`src/rtl/inst_fetch_pkg.sv`:
```
`default_nettype none
// ============================================================================
// Module      : inst_fetch_pkg
// Description : Shared types and constants for the instruction fetch unit:
//               reset PC default, NOP encoding, buffered fetch entry and the
//               fetch state encoding.
// Revision    : 1.0 - initial release
// ============================================================================
package inst_fetch_pkg;

  localparam logic [31:0] RESET_PC_DEFAULT = 32'h1C00_0000;
  // Filler word carried by an ADEF entry so decode sees a harmless op.
  localparam logic [31:0] NOP_INSTR        = 32'h0340_0000;

  typedef logic [31:0] Instr;

  typedef struct packed {
    logic [31:0] pc;
    Instr        instr;
    logic        adef;
  } FetchEntry;

  typedef enum logic [0:0] {
    F_RUN  = 1'b0,
    F_HALT = 1'b1
  } FetchState;

endpackage : inst_fetch_pkg
`default_nettype wire

```
`src/rtl/inst_fetch_fifo.sv`:
```
`default_nettype none
// ============================================================================
// Module      : sync_fifo
// Description : Generic synchronous FIFO with flush and occupancy count.
//               Ports: clk, resetn (async active-low), flush (clears contents),
//               push/push_data, pop/pop_data (head, valid when !empty),
//               full, empty, count.
//               A push while full is honoured only if a pop happens too.
// Revision    : 1.0 - initial release
// ============================================================================
module sync_fifo #(
  parameter int WIDTH = 32,
  parameter int DEPTH = 4
) (
  input  logic                     clk,
  input  logic                     resetn,
  input  logic                     flush,
  input  logic                     push,
  input  logic [WIDTH-1:0]         push_data,
  input  logic                     pop,
  output logic [WIDTH-1:0]         pop_data,
  output logic                     full,
  output logic                     empty,
  output logic [$clog2(DEPTH):0]   count
);

  localparam int AW = (DEPTH > 1) ? $clog2(DEPTH) : 1;
  localparam int CW = $clog2(DEPTH) + 1;

  logic [WIDTH-1:0] r_mem [DEPTH];
  logic [AW-1:0]    r_wr_ptr;
  logic [AW-1:0]    r_rd_ptr;
  logic [CW-1:0]    r_count;
  logic [AW-1:0]    w_wr_ptr_nxt;
  logic [AW-1:0]    w_rd_ptr_nxt;
  logic             w_push;
  logic             w_pop;

  assign full     = (r_count == CW'(DEPTH));
  assign empty    = (r_count == '0);
  assign count    = r_count;
  assign pop_data = r_mem[r_rd_ptr];

  assign w_pop  = pop && !empty;
  assign w_push = push && (!full || w_pop);

  // Power-of-two depth lets pointers wrap naturally; a single entry never moves.
  generate
    if (DEPTH > 1) begin : g_ptr_wrap
      assign w_wr_ptr_nxt = r_wr_ptr + 1'b1;
      assign w_rd_ptr_nxt = r_rd_ptr + 1'b1;
    end else begin : g_ptr_single
      assign w_wr_ptr_nxt = '0;
      assign w_rd_ptr_nxt = '0;
    end
  endgenerate

  always_ff @(posedge clk or negedge resetn) begin
    if (!resetn) begin
      r_wr_ptr <= '0;
      r_rd_ptr <= '0;
      r_count  <= '0;
    end else if (flush) begin
      r_wr_ptr <= '0;
      r_rd_ptr <= '0;
      r_count  <= '0;
    end else begin
      if (w_push) r_wr_ptr <= w_wr_ptr_nxt;
      if (w_pop)  r_rd_ptr <= w_rd_ptr_nxt;
      case ({w_push, w_pop})
        2'b10:   r_count <= r_count + 1'b1;
        2'b01:   r_count <= r_count - 1'b1;
        default: r_count <= r_count;
      endcase
    end
  end

  // Storage needs no reset: entries are only read once counted as valid.
  always_ff @(posedge clk) begin
    if (w_push && !flush) r_mem[r_wr_ptr] <= push_data;
  end

endmodule : sync_fifo
`default_nettype wire

```
`src/rtl/inst_fetch.sv`:
```
`default_nettype none
// ============================================================================
// Module      : inst_fetch
// Description : Front-end fetch unit. Generates PCs, issues reads on the
//               instruction SRAM request/response interface, buffers returned
//               words with their PCs and hands them to decode by valid/ready.
//               Redirects flush buffered and in-flight fetches; a misaligned
//               PC produces a single ADEF entry and halts fetch.
//   Ports: clk, resetn (async active-low)
//          inst_sram_req/addr/addr_ok/data_ok/rdata : SRAM-like fetch port
//          redirect_valid/redirect_pc               : flush and restart
//          if_valid/id_ready/if_instr/if_pc/if_adef : decode handshake
// Revision    : 1.0 - initial release
// ============================================================================
module inst_fetch
  import inst_fetch_pkg::*;
#(
  parameter logic [31:0] RESET_PC        = RESET_PC_DEFAULT,
  parameter int          IBUF_DEPTH      = 4,
  parameter int          MAX_OUTSTANDING = 2
) (
  input  logic        clk,
  input  logic        resetn,
  output logic        inst_sram_req,
  output logic [31:0] inst_sram_addr,
  input  logic        inst_sram_addr_ok,
  input  logic        inst_sram_data_ok,
  input  logic [31:0] inst_sram_rdata,
  input  logic        redirect_valid,
  input  logic [31:0] redirect_pc,
  output logic        if_valid,
  input  logic        id_ready,
  output logic [31:0] if_instr,
  output logic [31:0] if_pc,
  output logic        if_adef
);

  localparam int OCW = $clog2(IBUF_DEPTH) + 1;
  localparam int ICW = $clog2(MAX_OUTSTANDING) + 1;

  FetchState      r_state;
  FetchState      w_state_nxt;
  logic [31:0]    r_pc;
  logic [ICW-1:0] r_discard;
  logic           r_started;

  logic           w_pend_full;
  logic           w_pend_empty;
  logic [ICW-1:0] w_inflight;
  logic [31:0]    w_pend_head;

  logic           w_buf_full;
  logic           w_buf_empty;
  logic [OCW-1:0] w_occ;
  FetchEntry      w_head;
  FetchEntry      w_buf_wdata;
  logic           w_buf_push;
  logic           w_buf_pop;

  logic [31:0]    w_live;
  logic           w_accept;
  logic           w_resp;
  logic           w_resp_keep;
  logic           w_adef;

  // Occupancy plus every in-flight word that will still land; discards are
  // subtracted because they never take a buffer slot.
  assign w_live = 32'(w_occ) + 32'(w_inflight) - 32'(r_discard);

  // r_started keeps req low while reset is asserted and for the first edge.
  assign inst_sram_req  = r_started && (r_state == F_RUN) && (r_pc[1:0] == 2'b00)
                       && !redirect_valid && !w_pend_full
                       && (w_live < 32'(IBUF_DEPTH));
  assign inst_sram_addr = r_pc;

  assign w_accept    = inst_sram_req && inst_sram_addr_ok;
  assign w_resp      = inst_sram_data_ok && !w_pend_empty;
  assign w_resp_keep = w_resp && (r_discard == '0);

  // Only fault once every live word has landed so the ADEF entry is ordered
  // after them. Since inflight==discard here, no kept response collides.
  assign w_adef = (r_state == F_RUN) && (r_pc[1:0] != 2'b00)
               && (w_inflight == r_discard) && !w_buf_full;

  always_comb begin
    w_buf_wdata = '0;
    if (w_adef) begin
      w_buf_wdata.pc    = r_pc;
      w_buf_wdata.instr = NOP_INSTR;
      w_buf_wdata.adef  = 1'b1;
    end else begin
      w_buf_wdata.pc    = w_pend_head;
      w_buf_wdata.instr = inst_sram_rdata;
      w_buf_wdata.adef  = 1'b0;
    end
  end

  assign w_buf_push = !redirect_valid && (w_resp_keep || w_adef);
  assign w_buf_pop  = !redirect_valid && if_valid && id_ready;

  sync_fifo #(
    .WIDTH ($bits(FetchEntry)),
    .DEPTH (IBUF_DEPTH)
  ) u_ibuf (
    .clk       (clk),
    .resetn    (resetn),
    .flush     (redirect_valid),
    .push      (w_buf_push),
    .push_data (w_buf_wdata),
    .pop       (w_buf_pop),
    .pop_data  (w_head),
    .full      (w_buf_full),
    .empty     (w_buf_empty),
    .count     (w_occ)
  );

  // Pending-PC queue: its occupancy is the in-flight request count.
  sync_fifo #(
    .WIDTH (32),
    .DEPTH (MAX_OUTSTANDING)
  ) u_pend_pc (
    .clk       (clk),
    .resetn    (resetn),
    .flush     (1'b0),
    .push      (w_accept),
    .push_data (r_pc),
    .pop       (w_resp),
    .pop_data  (w_pend_head),
    .full      (w_pend_full),
    .empty     (w_pend_empty),
    .count     (w_inflight)
  );

  always_ff @(posedge clk or negedge resetn) begin
    if (!resetn) r_state <= F_RUN;
    else         r_state <= w_state_nxt;
  end

  always_comb begin
    w_state_nxt = r_state;
    if (redirect_valid)  w_state_nxt = F_RUN;
    else if (w_adef)     w_state_nxt = F_HALT;
  end

  always_ff @(posedge clk or negedge resetn) begin
    if (!resetn) begin
      r_pc      <= RESET_PC;
      r_discard <= '0;
      r_started <= 1'b0;
    end else begin
      r_started <= 1'b1;
      if (redirect_valid)  r_pc <= redirect_pc;
      else if (w_accept)   r_pc <= r_pc + 32'd4;

      // Everything still outstanding after this edge belongs to the old path.
      if (redirect_valid)
        r_discard <= w_inflight - (w_resp ? ICW'(1) : ICW'(0));
      else if (w_resp && (r_discard != '0))
        r_discard <= r_discard - 1'b1;
    end
  end

  assign if_valid = !w_buf_empty;
  assign if_instr = if_valid ? w_head.instr : 32'h0;
  assign if_pc    = if_valid ? w_head.pc    : 32'h0;
  assign if_adef  = if_valid && w_head.adef;

endmodule : inst_fetch
`default_nettype wire

```
`config.mk`:
```
export PLATFORM = sky130hd
export DESIGN_NAME = inst_fetch
export DESIGN_NICKNAME = d
export VERILOG_FILES = /design/src/rtl/inst_fetch_pkg.sv /design/src/rtl/inst_fetch_fifo.sv /design/src/rtl/inst_fetch.sv
export SDC_FILE = /design/constraint.sdc
export NUM_CORES = 1
export LEC_CHECK = 0
export BUFFER_PORTS_ARGS = -buffer_cell sky130_fd_sc_hd__buf_2
export CAP_MARGIN = 20
export CORE_MARGIN = 3
export CORE_UTILIZATION = 47
export CTS_BUF_LIST = sky130_fd_sc_hd__clkbuf_8
export CTS_CLUSTER_DIAMETER = 200
export DETAILED_ROUTE_END_ITERATION = 7
export PLACE_DENSITY = 0.72
export SLEW_MARGIN = 10
export SYNTH_ARGS = -nofsm -noshare
export SYNTH_HDL_FRONTEND = slang
export SYNTH_HIERARCHICAL = 1
export SYNTH_SLANG_ARGS = --single-unit
```
`constraint.sdc`:
```
create_clock -name clk -period 7.62 [get_ports clk]
set_clock_uncertainty 0.1 [all_clocks]
set_input_delay 1.524 -clock clk [delete_from_list [all_inputs] [get_ports clk]]
set_output_delay 1.524 -clock clk [all_outputs]
set_load 0.03 [all_outputs]
```
==> results.md, run 1 <==
* Status: finished, final reports clean
* WP buf/inv at 2
* Setup violators final at 0
* Drt first pass iters at 5
* Ys async rst share at about 13%
* Die H at 191 um
* Worst reg-to-reg setup slack at around 3000 ps
* Leak at between 6 and 7 nW
* Avg WL per Cell at ~19 um
* Count of pins over their slew limit at 0
* Initial antenna violation count at 0
* Syn Std Cell Area at between 0.015 and 0.02 mm^2
* Worst Hold Class: reg -> reg
* CP max stage cell: dfrtp_4
* Reg2Reg Capture Point: u_ibuf/count[1]
* Final setup TNS at 0 ps
* Endpoints failing hold at 0
* Avg Inst Size Synth at between 15 and 20 um^2
* Hold Path Cell Cnt at 0
* Share of the synthesized area in the top cell type at about 60%
* Synthesis Warnings at 6
* Post-route ant nets at 0
* Worst path max stage delay at ~910 ps
* Syn Inst Count at around 970
* Critical Path Fanout Max at 36
* GRT Util Overall at 17.4%
* Sequential element share of the synthesized area at 67.6%
* DRC errors left at 0
* Final nets at around 1200
* Clock slew at reported path FFs at about 60 ps
* Most used DFF post-synth: edfxtp_1
* Final std cells w/o fill at between 1500 and 2000
* Worst vdd ir at between 100 and 150 uV
* Hold-fix buffers, CTS at 0
* Share of layout cells above drive strength 1 at about 34%
* Number of synthesized register bits at between 300 and 400
* Max-slew headroom at approximately 33%
* Die ar. at around 0.037 mm^2
* Cell taking the most area after synthesis: edfxtp_1
* Critical Path RT at 6000 ps
* Min Clock Period, post-route at 4740 ps
* Crit Path Category: reg -> out
* Synth cell types at between 60 and 70
* Port Buf Inserts at between 150 and 200
* Number of max-cap violations at 0
* Design Power at 4.43 mW
* R2R depth at 12
* Num ports at approximately 170
* Die W at around 190 um
* Critical path arrival at approximately 3100 ps
* CTS sink count at about 370
* Most common cell after layout, fill and taps aside: edfxtp_1
* Highest-count cells in the layout ignoring fill and taps: 324 x edfxtp_1, 168 x buf_2, 71 x mux2_2
* DR vias at slightly below 9000
* CP startpoint kind: flop
* Drt initial violations at between 500 and 600
* Top post-synthesis cells by area: edfxtp_1 60%, mux4_2 9.1%, dfrtp_1 6.8%, mux2_2 5.0%, nor2b_1 2.7%
* Setup Fix Bufs, Post-CTS at 0
* Setup crit start: u_ibuf/r_rd_ptr[0]
* Clock root buffer: clkbuf_8
* Crit path max-delay family: flip-flops
* RSZ-0062 raised after global routing: no
* Cts bufs inserted at between 50 and 60
* Largest net degree at the start of global routing at 78
* HP Start: inst_sram_addr[11]
* Critical Path End Type: primary output
* Critical-path cell list: buf_4, mux4_2, nor2b_1, buf_2
* PostCTS Resize Cnt at 0
* Pwr Density at around 240 mW/mm^2
* Clock latency on the worst-skew pair at roughly 580 ps
* EDFF count, synth at ~320
* R2R Path Start: u_ibuf/count[1]
* Htree depth at 2
* Global-route wire length before repair at 49.8 mm
* Routability congestion estimate at ~0.78
* Via density per instance at 5.32
* CTS tree: built
* Fill count at 2737
* Worst Hold Path EP: u_pend_pc/r_mem[1][11]
* Dpl hpwl at slightly below 20 mm
* Synth-to-Final Area Change at 13.7%
* Row cnt at 67
* Vias in the first global route at slightly below 9000
* Gr ovfl total at 0
* Worst-Margin Slew at roughly 1000 ps
* Max Buffers Root-to-Sink at 3
* Final WL at ~32 mm
* Final Cycle Share at between 60 and 70%
* Starting Density at ~48%
* Ant diodes at 0
* DP Cell Count at roughly 1500
* Fmax at ~210 MHz
* Core ar. at between 0.03 and 0.04 mm^2
[stage by stage]
step / utilization (%) / worst slack (ps) / instance area [um^2] / hold WS (ps)
2_1_floorplan: - / 1640 / 16200 / 388
3_5_place_dp: 51.4 / 2520 / 17300 / 454
5_1_grt: 54.5 / 2490 / 18400 / 479
6_report: 54.5 / 2880 / 18400 / 470
4_1_cts: 54.5 / 2730 / 18400 / 469
3_3_place_gp: 51.4 / 2680 / 17300 / 453
[worst max-delay path by stage]
stage                            endpoint  depth (start not counted)
floorplan           u_pend_pc/r_mem[1][0]                         10
global placement          u_ibuf/count[1]                         11
detailed placement        u_ibuf/count[1]                         11
CTS                             if_pc[30]                          4
global route              u_ibuf/count[1]                         12
finish                          if_pc[30]                          4
[cell families after synthesis]
logic type	share of synthesized area, %
other	0.0466
adders and majority gates	1.18
DFF	67.6
buffers and inverters	3.02
and+or+nand+nor	8.76
xor gates and xnor gates	0.543
muxes	14.9
AOI/OAI and AO/OA	3.89
[metal layers]
metal	GRT usage (%)	share of wire [%]	up-vias
met1	25.2	45	4394
met3	2.84	5.2	40
met2	27.9	48	252
li1	-	-	4084
met4	4.37	1.5	0
met5	0	0	-
[cells in the mapped netlist, types with 7 or more instances]
library cell,n
edfxtp_1,324
mux2_2,71
nor2b_1,70
mux4_2,65
dfrtp_1,44
and2_1,43
nand2_1,43
inv_1,32
o21ai_0,27
clkbuf_1,19
nor2_1,19
buf_2,17
nand3_1,16
and3_1,13
mux2i_1,13
ha_1,12
a21o_1,7
[worst reg2reg max path, cell delays in order (launching register included)]
cell      delay, ps
dfrtp_1         470
or2_1           340
nor2_1           80
nor3_1          330
nand3_4         730
a21oi_1        1000
nor2b_1         180
nor2b_1         190
fa_1            510
o21ai_0          80
a31oi_1         190
a21oi_1          90
a211oi_1        240
[flip-flops by register name (all words and copies together), names as in the netlist]
signal,cells
u_ibuf/r_mem,260
u_pend_pc/r_mem,64
inst_sram_addr,32
u_ibuf/count,3
r_discard,2
u_ibuf/r_rd_ptr,2
u_ibuf/r_wr_ptr,2
u_pend_pc/count,2
r_started,1
r_state,1
u_pend_pc/r_rd_ptr,1
u_pend_pc/r_wr_ptr,1
[cell type report]
cell class,count,area [um^2],share of cell area [%]
Tap cell,448,561,3.05
Multi-Input combinational cell,514,4800,26.1
Clock buffer,60,826,4.50
Inverter,33,124,0.675
Clock inverter,44,219,1.19
Timing Repair Buffer,177,908,4.95
Sequential cell,371,10900,59.5
[power by group]
group	total, mW	switching, mW	leakage [nW]	internal [mW]
sequential	2.38	0.0530	3.53	2.33
combinational	0.552	0.375	2.42	0.177
clock	1.50	0.732	0.587	0.765
total	4.43	1.16	6.54	3.27
No activity file was read; power rests on OpenSTA's default activity.
==> run 2: changes to the inputs <==
- clock period: 7.62 -> 4.8 ns (I/O delays scaled with it)
==> run 2 against run 1 <==
  * Final cell count up 1.1%
  * Count of clock-buffer cells in the layout up 3
  * Highest routed layer unchanged
  * Register-to-register slack got worse by 2300 ps
  * Largest power group unchanged
  * Utilization up 0.49 points
  * Clock power rose by 59%
  * Global-route usage is 0.60 points higher
==> results.md, run 2 (synthesized netlist as in run 1, its figures left out) <==
* Clock slew at reported path FFs at around 70 ps
* Endpoints failing hold at 0
* DP Cell Count at 1559
* Drt initial violations at 553
* Starting Density at 47.9%
* Core ar. at ~0.034 mm^2
* Leak at about 6.7 nW
* Most common cell after layout, fill and taps aside: edfxtp_1
* Critical Path End Type: primary output
* Via density per instance at 5.39
* Worst Hold Class: in -> async
* Worst-Margin Slew at around 860 ps
* Critical Path RT at roughly 3700 ps
* Count of pins over their slew limit at 0
* Clock latency on the worst-skew pair at around 600 ps
* Pwr Density at roughly 380 mW/mm^2
* Share of layout cells above drive strength 1 at roughly a third
* Die H at ~190 um
* Critical Path Fanout Max at 9
* Final WL at roughly 33 mm
* Clock root buffer: clkbuf_8
* CTS tree: built
* Global-route wire length before repair at between 50 and 60 mm
* GRT Util Overall at a little under a fifth
* Number of max-cap violations at 0
* Highest-count cells in the layout ignoring fill and taps: 324 x edfxtp_1, 168 x buf_2, 71 x mux2_2
* Min Clock Period, post-route at roughly 4200 ps
* Max Buffers Root-to-Sink at 3
* Critical path arrival at ~3100 ps
* Met3 usage at between 3 and 4%
* Placed instance area at approximately 0.017 mm^2
* Hold slack at about 280 ps
* DR vias at roughly 9000
* Met2 Use GR at 28.5%
* Status: finished, final reports clean
* Hold-fix buffers, CTS at 0
* Max-slew headroom at 42.4%
* Row cnt at 67
* Htree depth at 2
* Routability congestion estimate at a little under 0.8
* Port Buf Inserts at approximately 170
* Largest net degree at the start of global routing at 77
* Cts bufs inserted at 59
* Final nets at about 1300
* CTS sink count at 371
* Initial antenna violation count at 0
* Die ar. at ~0.037 mm^2
* Final Cycle Share at 87.4%
* Final setup TNS at 0 ps
* R2R Path Start: u_pend_pc/count[1]
* Avg WL per Cell at 19.8 um
* Setup violators final at 0
* Ant diodes at 0
* Post-Place Worst Slack at ~650 ps
* Post-route ant nets at 0
* Most flop-heavy register: u_ibuf/r_mem
* PostCTS Resize Cnt at 0
* Worst Setup Slack, final at slightly above 600 ps
* Gr busiest metal: met2
* Setup Fix Bufs, Post-CTS at 0
* Worst vdd ir at a little under 200 uV
* Fmax at ~240 MHz
* Met1 usage at about a quarter
* Vias in the first global route at about 9000
* DRC errors left at 0
* Max reg flops at 260
* CP startpoint kind: flop
* Crit Path Category: reg -> out
* Dpl hpwl at approximately 20 mm
* Setup crit start: u_pend_pc/count[1]
* Post-route cell area at 0.0185 mm^2
* RSZ-0062 raised after global routing: no
* Synth-to-Final Area Change at 14.8%
* Gr ovfl total at 0
* Num ports at 169
* Drt first pass iters at 5
* Die W at about 190 um
* Final std cells w/o fill at 1665
==> run 2: cell types whose count changed in the layout (fill, tap and decap cells not counted), moves of 2 or more <==
cell	change
clkinv_2	-6
buf_12	+2
clkinv_1	-6
clkinvlp_4	-2
clkbuf_8	+3
buf_4	+14
inv_1	+13
==> run 2: path summary, 6_finish.rpt <==
check | depth (start not counted) | end | slack [ps]
max in group asynchronous | 2 | u_ibuf/r_rd_ptr[0] | 3490
min | 1 | inst_sram_addr[31] | 280
min in group clk | 0 | u_pend_pc/r_mem[0][30] | 430
min reg2reg | 0 | u_pend_pc/r_mem[0][30] | 430
max | 8 | inst_sram_req | 610
max reg2reg | 12 | u_pend_pc/r_mem[1][20] | 670
==> run 2: metal layers <==
metal  part of all wire [%]  vias to the layer above
li1                       -                     4129
met4                    1.7                        0
met5                      0                        -
met1                     45                     4517
met2                     47                      286
met3                    5.8                       42
==> run 2: layout make-up <==
cell class | instances | area [um^2]
clock buffer | 63 | 867
clock inverter | 43 | 184
fill | 2739 | 15200
inverter | 33 | 124
multi-input combinational | 514 | 4810
sequential | 371 | 10900
tap | 448 | 561
timing repair buffer | 193 | 1050
==> run 2: per-stage QoR <==
stage	power, mW	utilization, %
after floorplan	4.42	-
after global placement	4.72	51.8
after detailed placement	4.75	51.8
after CTS	7.14	54.9
after global routing	7.36	54.9
final	7.05	54.9
==> run 2: worst max-delay path: stages (launching register included) <==
cell,delay (ps)
dfrtp_1,490
inv_1,110
fa_1,510
inv_1,40
ha_1,270
and3b_1,170
or4b_4,550
a21oi_1,190
buf_2,230
==> run 2: where the power goes <==
group / switching [mW] / internal [mW]
Combinational: 0.605 / 0.289
Sequential: 0.0840 / 3.69
Clock: 1.17 / 1.21
Total: 1.86 / 5.19
==> run 3: changes to the inputs <==
==> constraint.sdc (replaced) <==
create_clock -name clk -period 4.8 [get_ports clk]
set_clock_uncertainty 0.1 [all_clocks]
set_input_delay 0.96 -clock clk [delete_from_list [all_inputs] [get_ports clk]]
set_output_delay 0.96 -clock clk [all_outputs]
set_load 0.02 [all_outputs]
==> run 3 against run 2 <==
  * Utilization shrank 0.056 points
  * Non-clock buffer count shrank 7
  * Global-route usage shrank 0.49 points
  * Register-to-register slack is essentially flat
  * Via count shrank 1.8%
  * Sequential power is essentially flat
  * Worst setup slack gained 78 ps
  * Flip-flop and latch count is the same
  * Fmax grew 1.9%
  * Combinational power shrank 8.3%
  * Wire length shrank 3.0%
  * Largest cell class unchanged
  * Highest routed layer unchanged
==> results.md, run 3 (synthesized netlist as in run 1, its figures left out) <==
* Drt first pass iters at 5
* Fmax at 243 MHz
* Number of max-cap violations at 0
* Gr ovfl total at 0
* FF/Latch Area at between 0.01 and 0.015 mm^2
* Largest net degree at the start of global routing at just under 80
* Most frequent CP cell: inv_1
* Starting Density at a little under half
* Worst reg-to-reg setup slack at 680 ps
* Leak at around 6.6 nW
* Num ports at approximately 170
* Die W at approximately 190 um
* Drt initial violations at roughly 510
* DRC errors left at 0
* Crit Path Category: reg -> reg
* Critical path arrival at between 4000 and 5000 ps
* Share of layout cells above drive strength 1 at between 30% and 40%
* Worst vdd ir at 203 uV
* Global-route wire length before repair at approximately 50 mm
* Clock latency on the worst-skew pair at 590 ps
* CP max stage cell: or4b_4
* Post-Place Worst Slack at approximately 660 ps
* Setup Fix Bufs, Post-CTS at 0
* Dpl hpwl at 19.7 mm
* Setup violators final at 0
* Highest-count cells in the layout ignoring fill and taps: 324 x edfxtp_1, 168 x buf_2, 71 x mux2_2
* R2R Path Start: u_pend_pc/count[1]
* CP startpoint kind: flop
* Routability congestion estimate at approximately 0.78
* Endpoints failing hold at 0
* Htree depth at 2
* Clock root buffer: clkbuf_8
* Die ar. at 0.0366 mm^2
* Status: finished, final reports clean
* Avg WL per Cell at 19.3 um
* Reg2Reg Capture Point: u_pend_pc/r_mem[1][26]
* R2R depth at 12
* Cts bufs inserted at about 60
* Initial antenna violation count at 0
* Critical Path End Type: flop
* Design Power at around 7.0 mW
* Core ar. at between 0.03 and 0.04 mm^2
* Die H at 191 um
* Crit path max-delay family: simple AND/OR/NAND/NOR gates
* Final Cycle Share at 85.8%
* CTS tree: built
* Hold-fix buffers, CTS at 0
* Critical Path RT at around 5000 ps
* Min Clock Period, post-route at about 4100 ps
* Port Buf Inserts at ~170
* Ant diodes at 0
* RSZ-0062 raised after global routing: no
* Worst path max stage delay at approximately 550 ps
* Worst Setup Slack, final at ~700 ps
* Vias in the first global route at 8997
* CTS sink count at around 370
* PostCTS Resize Cnt at 0
* Fill count at between 2000 and 3000
* Max reg flops at 260
* Max-slew headroom at 42.4%
* Final WL at about 32 mm
* Count of pins over their slew limit at 0
* DR vias at roughly 8800
* Synth-to-Final Area Change at 14.6%
* WP buf/inv at 5
* Via density per instance at around 5.3
* Final nets at ~1200
* Post-route ant nets at 0
* Most common cell after layout, fill and taps aside: edfxtp_1
* Most flop-heavy register: u_ibuf/r_mem
* Final setup TNS at 0 ps
* Max Buffers Root-to-Sink at 3
* Row cnt at 67
* GRT Util Overall at between 15 and 20%
* Pwr Density at 377 mW/mm^2
* Critical-path cell list: inv_1, fa_1, inv_1, ha_1, and3b_1, or4b_4, a211o_2, inv_1, inv_1, a21o_1, nor3b_4, buf_4
* Worst-Margin Slew at roughly 860 ps
* Worst Hold Class: in -> async
* Critical Path Fanout Max at 32
* Clock slew at reported path FFs at about 60 ps
* Area of the multi-input gates at between 0.004 and 0.005 mm^2
[run 3: routing by layer]
| layer | track usage (%) | share of wire [%] | vias up | wire, um |
|---|---|---|---|---|
| li1 | - | - | 4110 | - |
| met1 | 25.3 | 46 | 4429 | 14600 |
| met2 | 28.2 | 48 | 239 | 15200 |
| met3 | 3.01 | 5.2 | 38 | 1670 |
| met4 | 4.04 | 1.6 | 0 | 498 |
| met5 | 0 | 0 | - | 0 |
[run 3: how the worst max path moves through the flow]
stage                  startpoint                endpoint  slack, ps  cells after the start
3_3_place_gp   u_pend_pc/count[1]  u_pend_pc/r_mem[1][12]        720                     12
3_5_place_dp   u_pend_pc/count[1]  u_pend_pc/r_mem[1][12]        660                     12
4_1_cts        u_pend_pc/count[1]  u_pend_pc/r_mem[1][20]        660                     12
5_1_grt        u_pend_pc/count[1]  u_pend_pc/r_mem[1][20]        450                     12
2_1_floorplan  u_pend_pc/count[1]   u_pend_pc/r_mem[0][0]         30                     13
6_report       u_pend_pc/count[1]  u_pend_pc/r_mem[1][26]        680                     12
[run 3: final cells by class]
class / instances / share of cell area (%)
inverters: 33 / 0.670
clock inverters: 41 / 1.13
repair buffers: 186 / 5.68
multi-input cells: 514 / 26.0
flip-flops and latches: 371 / 59.0
well taps: 448 / 3.03
clock buffers: 60 / 4.46
[run 3: worst reg2reg max path, cell delays in order (launching register included)]
cell	delay [ps]
dfrtp_1	470
inv_1	100
fa_1	510
inv_1	40
ha_1	270
and3b_1	180
or4b_4	550
a211o_2	470
inv_1	150
inv_1	90
a21o_1	240
nor3b_4	200
buf_4	410
[run 3: per-stage QoR]
stage	area (um^2)	cells	utilization [%]	hold slack (ps)
2_1_floorplan	16200	972	-	388
3_3_place_gp	17500	1552	51.8	409
3_5_place_dp	17500	1552	51.8	428
4_1_cts	18500	1653	54.9	259
5_1_grt	18500	1653	54.9	284
6_report	18500	1653	54.9	285
[run 3: power by group]
part           internal (mW)  switching [mW]  leakage, nW  total, mW
Sequential              3.69          0.0826         3.53       3.78
Clock                   1.21            1.16        0.579       2.37
Combinational          0.290           0.530         2.49      0.820
